==> config.mk <==
export PLATFORM = sky130hd
export DESIGN_NAME = turn_controller
export DESIGN_NICKNAME = d
export VERILOG_FILES = /design/src/rtl/turn_controller.sv
export SDC_FILE = /design/constraint.sdc
export NUM_CORES = 1
export LEC_CHECK = 0
export ABC_CLOCK_PERIOD_IN_PS = 4540
export BUFFER_PORTS_ARGS = -buffer_cell sky130_fd_sc_hd__buf_4
export CORE_UTILIZATION = 45
export CTS_CLUSTER_SIZE = 20
export DETAILED_ROUTE_END_ITERATION = 10
export PLACE_DENSITY_LB_ADDON = 0.3
export SLEW_MARGIN = 20
export SYNTH_ARGS = -nofsm -noshare
export SYNTH_HDL_FRONTEND = slang
export SYNTH_SLANG_ARGS = --single-unit
export TNS_END_PERCENT = 1
==> constraint.sdc <==
create_clock -name clk -period 4.54 [get_ports clk]
set_input_delay 0.227 -clock clk [delete_from_list [all_inputs] [get_ports clk]]
set_output_delay 0.227 -clock clk [all_outputs]
set_load 0.01 [all_outputs]
==> src/rtl/turn_controller.sv <==
// turn_controller: sequences Triangles vs Circles turns, validates moves against the board and commits marks
// Ports: clk/reset (async active-low); start begins a game; coord_valid/x_in/y_in carry a move;
// brd_rd_* read the addressed cell; brd_we/brd_wr_* commit a mark; current_player, move_accepted,
// move_rejected, tri_moves, cir_moves, game_over, timeout and fsm_state report progress.
// Optional macro TURN_TIMEOUT_EN adds a per-turn timer that passes the turn after TIMEOUT_CYCLES.
module turn_controller #(
  parameter int BOARD_DIM = 10,
  parameter int MOVE_LIMIT = 25,
  parameter int TIMEOUT_CYCLES = 50000000
) (
  input  logic       clk,
  input  logic       reset,
  input  logic       start,
  input  logic       coord_valid,
  input  logic [3:0] x_in,
  input  logic [3:0] y_in,
  output logic [3:0] brd_rd_x,
  output logic [3:0] brd_rd_y,
  input  logic [1:0] brd_rd_data,
  output logic       brd_we,
  output logic [3:0] brd_wr_x,
  output logic [3:0] brd_wr_y,
  output logic [1:0] brd_wr_data,
  output logic       current_player,
  output logic       move_accepted,
  output logic       move_rejected,
  output logic [4:0] tri_moves,
  output logic [4:0] cir_moves,
  output logic       game_over,
  output logic       timeout,
  output logic [2:0] fsm_state
);
  typedef enum logic [2:0] {IDLE = 3'd0, WAIT_COORD = 3'd1, CHECK = 3'd2, DECIDE = 3'd3, DONE = 3'd4} state_t;
  localparam logic [4:0] DIM = 5'(BOARD_DIM);
  localparam logic [4:0] LIM = 5'(MOVE_LIMIT);
  state_t state, state_nx;
  logic [3:0] rd_x_nx, rd_y_nx, wr_x_nx, wr_y_nx;
  logic [1:0] wr_data_nx;
  logic       we_nx, acc_nx, rej_nx, player_nx, legal;
  logic [4:0] tri_nx, cir_nx;
  assign legal = ({1'b0, brd_rd_x} < DIM) && ({1'b0, brd_rd_y} < DIM) && (brd_rd_data == 2'b00);
  assign game_over = state == DONE;
  assign fsm_state = state;
`ifdef TURN_TIMEOUT_EN
  localparam int TW = $clog2(TIMEOUT_CYCLES + 1);
  localparam logic [TW-1:0] RELOAD = TW'(TIMEOUT_CYCLES - 1);
  logic [TW-1:0] tmr;
  logic          expire;
  // coord_valid in the expiry cycle wins, so the turn is not passed
  assign expire = state == WAIT_COORD && !coord_valid && tmr == '0;
  always_ff @(posedge clk or negedge reset)
    if (!reset) begin
      tmr <= '0;
      timeout <= 1'b0;
    end else begin
      timeout <= expire;
      tmr <= (state_nx == WAIT_COORD && (state != WAIT_COORD || expire)) ? RELOAD
           : (state == WAIT_COORD) ? tmr - TW'(1) : tmr;
    end
`else
  logic expire;
  assign expire = 1'b0;
  assign timeout = 1'b0;
`endif
  always_comb begin
    state_nx = state;
    rd_x_nx = brd_rd_x;
    rd_y_nx = brd_rd_y;
    wr_x_nx = brd_wr_x;
    wr_y_nx = brd_wr_y;
    wr_data_nx = brd_wr_data;
    we_nx = 1'b0;
    acc_nx = 1'b0;
    rej_nx = 1'b0;
    player_nx = current_player ^ expire;
    tri_nx = tri_moves;
    cir_nx = cir_moves;
    case (state)
      IDLE, DONE: if (start) begin
        state_nx = WAIT_COORD;
        tri_nx = '0;
        cir_nx = '0;
        player_nx = 1'b0;
      end
      WAIT_COORD: if (coord_valid) begin
        state_nx = CHECK;
        rd_x_nx = x_in;
        rd_y_nx = y_in;
      end
      CHECK: state_nx = DECIDE;
      DECIDE: begin
        if (legal) begin
          we_nx = 1'b1;
          acc_nx = 1'b1;
          wr_x_nx = brd_rd_x;
          wr_y_nx = brd_rd_y;
          wr_data_nx = current_player ? 2'b10 : 2'b01;
          player_nx = ~current_player;
          tri_nx = (!current_player && tri_moves != 5'd31) ? tri_moves + 5'd1 : tri_moves;
          cir_nx = (current_player && cir_moves != 5'd31) ? cir_moves + 5'd1 : cir_moves;
        end else rej_nx = 1'b1;
        state_nx = (tri_nx == LIM && cir_nx == LIM) ? DONE : WAIT_COORD;
      end
      default: state_nx = IDLE;
    endcase
  end
  always_ff @(posedge clk or negedge reset)
    if (!reset) begin
      state <= IDLE;
      brd_rd_x <= '0;
      brd_rd_y <= '0;
      brd_wr_x <= '0;
      brd_wr_y <= '0;
      brd_wr_data <= '0;
      brd_we <= 1'b0;
      move_accepted <= 1'b0;
      move_rejected <= 1'b0;
      current_player <= 1'b0;
      tri_moves <= '0;
      cir_moves <= '0;
    end else begin
      state <= state_nx;
      brd_rd_x <= rd_x_nx;
      brd_rd_y <= rd_y_nx;
      brd_wr_x <= wr_x_nx;
      brd_wr_y <= wr_y_nx;
      brd_wr_data <= wr_data_nx;
      brd_we <= we_nx;
      move_accepted <= acc_nx;
      move_rejected <= rej_nx;
      current_player <= player_nx;
      tri_moves <= tri_nx;
      cir_moves <= cir_nx;
    end
endmodule

==> results.yml <==
status:
  outcome: "finished clean"
drt:
  vias_per_cell: 5.62
  initialDrtViolationCount: 57
  top_layer_used: "met4"
  ant_nets: 0
  drt_pass1_iterations: 4
  drt_wl_total_um: 3850
  wl_met3_um: 177
  wl_per_cell_um: 16.1
  met1_length_um: 1640
  wl_met2_um: 1990
  via_count: 1342
  route.detailed.drc: 0
grt:
  grt_max_degree: 35
  gr-total-overflow: 0
  grt_pass1_vias: 1390
  grt_pass1_wl_um: 6440
  antenna_found_initial: 0
  grtUsageTotal: 0.212
floorplanning:
  die_area_sq_um: 4000
  rows: 21
  die_h_um: 63.3
  initial_core_util: 0.487
  core_sq_um: 3470
  die_x_um: 63.3
  ios: 51
sta:
  maxSlewHeadroom: 0.648
  period_needed_ns: 2.68
  report.final.hold_viol_count: 0
  finalWorstSetupSlack_ns: 1.86
  setup_tns_ns: 0
  setup_viol: 0
  report.final.slew_viol_count: 0
  rsz0062_at_grt: "false"
  tightest_slew_ns: 0.527
  min_period_over_period: 0.590
  fin_skew_ns: 0.0110
  fmax_mhz: 373
synth:
  post_synth.cell_area_avg_sq_um: 12.0
  ys_seq_area_frac: 0.504
  ys_top_cells_by_count: "34 x dfrtp_1, 12 x mux2_2, 8 x nor2_1"
  synth-main-ff-cell: "dfrtp_1"
  synth_nets: 159
  synth_edf_count: 0
  async_flop_share: 1.00
  synth_cell_types: 41
  synth-warning-count: 0
  netlist_instances: 141
  synth_area_leaders: "dfrtp_1 50%, mux2_2 8.0%, mux2_1 4.7%, ha_1 3.0%, a22o_1 2.6%"
  synth_most_common_cell: "dfrtp_1"
  syn_area_sq_um: 1690
  ys_seq_elements: 34
  yosysTopAreaCellShare: 0.504
  synth_top_area_cell: "dfrtp_1"
worst_setup_path:
  crit_arrival_ns: 2.91
  worstPathMaxFanout: 7
  worstSetupEndpointType: "flop"
  crit_required_ns: 4.77
  timing_worst_setup_path_type: "flop to flop"
  worstPathCellList: "ha_1 -> and3_1 -> ha_1 -> nor4b_4 -> and3_1 -> mux2_4 -> a2111oi_4 -> a22o_1"
  startpoint_type: "flop"
  slowest_stage: "dfrtp_1"
  critPathMaxStageDelay_ns: 0.45
clock_network:
  path_clk_slew_ns: 0.07
  cts_made_buffers: 5
  htreeDepth: 2
  clkSinkCount: 34
  clkLatencyLatePin_ns: 0.29
  cts_buffer_depth: 2
  cts-resized-gates: 0
  post-cts-setup-buffers: 0
  root_buffer: "clkbuf_8"
  cts_tree: "done"
power:
  power_density_nw_per_um2: 547
  ir_drop_mv: 0.374
  finalPower_mw: 1.20
  p_leak_nw: 1.09
layout:
  fin_cells: 239
  n_antenna_cell: 0
  ff_latch_area_sq_um: 851
  postLayoutCoreUtil: 0.635
  multi_input_area_sq_um: 791
  final_nets: 211
  drive_gt1_frac: 0.383
  area_delta_synth_final_pct: 30.3
  final.fill_count: 297
placement:
  port_buffers: 49
  dpl.hpwl_um: 2790
  post-place-cells: 231
  post-place-ws_ns: 1.89
  gp_congestion: 0.866
run:
  drv_cap: 0
hold_path:
  hp-class: "input pin to flop"
-- cell type report --
type	count	area share
Timing Repair Buffer	50	0.172
Multi-Input combinational cell	99	0.359
Clock buffer	6	0.0375
Tap cell	46	0.0262
Clock inverter	1	0.0136
Sequential cell	34	0.387
Inverter	3	0.00512
-- path summary, 6_finish.rpt --
| path | from | end | slack (ns) | cells after the start |
|---|---|---|---|---|
| worst max-delay path | cir_moves[0] | fsm_state[2] | 1.86 | 8 |
| worst min-delay path | x_in[0] | brd_rd_x[0] | 0.17 | 2 |
| worst max register to register | cir_moves[0] | fsm_state[2] | 1.86 | 8 |
| worst min register to register | brd_wr_data[0] | brd_wr_data[0] | 0.49 | 2 |
| max in group asynchronous | reset | tri_moves[4] | 3.80 | 2 |
| min in group asynchronous | reset | brd_wr_y[0] | 0.42 | 2 |
-- layout by cell type, fill, tap and decap left out, types with 2 or more instances in the layout --
cell type and n:
ha_1 4, nand4_1 2, o21ai_1 7, nor2b_1 2, inv_1 2, nor3b_1 2, nand2_1 6, mux2_2 12
a21oi_1 4, mux2_1 7, clkbuf_8 6, nor2_1 8, nand2b_1 2, nand3_1 4, dfrtp_1 34, and3_1 6
nand3b_1 2, mux2i_1 2, a22o_1 5, and2_1 3, o21ai_0 2, buf_4 49, o31ai_1 3
-- critical path, delay by kind of cell (launching register included) --
kind	cells	cell delay (ns)
mux	1	0.35
simple gates	3	0.82
fa+ha+maj	2	0.51
flops	1	0.45
compound gates	2	0.49
-- power by group --
group / total (mW) / internal, mW / switching, mW
logic: 0.442 / 0.225 / 0.217
registers: 0.479 / 0.396 / 0.0829
clock network: 0.284 / 0.176 / 0.108
-- cells by family (layout without fill, tap and decap cells) --
| group | after synthesis | after routing | synth area share |
|---|---|---|---|
| AND/OR/NAND/NOR | 41 | 41 | 0.153 |
| flip-flops | 34 | 34 | 0.504 |
| AO/OA/AOI/OAI | 30 | 30 | 0.130 |
| multiplexers | 22 | 22 | 0.147 |
| buffers and inverters | 8 | 60 | 0.0281 |
| adder cells (fa/ha/maj) | 4 | 4 | 0.0296 |
| other | 1 | 1 | 0.00222 |
| XOR/XNOR | 1 | 1 | 0.00519 |
-- timing repair --
item / in CTS / in global routing
endpoints found under the setup margin: 0 / 0
hold endpoints to repair: 34 / 0
hold buffers: 1 / 0
-- registers in the layout, indices dropped and copies added (netlist names) --
signal	cells
current_player	1
brd_wr_x	4
brd_rd_y	4
brd_wr_data	2
brd_rd_x	4
move_accepted	1
brd_wr_y	4
fsm_state	3
move_rejected	1
cir_moves	5
tri_moves	5
-- per-stage QoR --
stage	cell area, sq um	hold WS, ns
6_report	2200	0.169
4_1_cts	2200	0.170
3_5_place_dp	2080	0.197
3_3_place_gp	2080	0.188
5_1_grt	2200	0.161
2_1_floorplan	1690	-0.0686
-- metal layers --
layer	track usage	vias to the layer above
met5	0	-
met1	0.246	668
li1	-	623
met4	0.0739	0
met3	0.0652	7
met2	0.367	44
(Power assumes the default switching activity.)
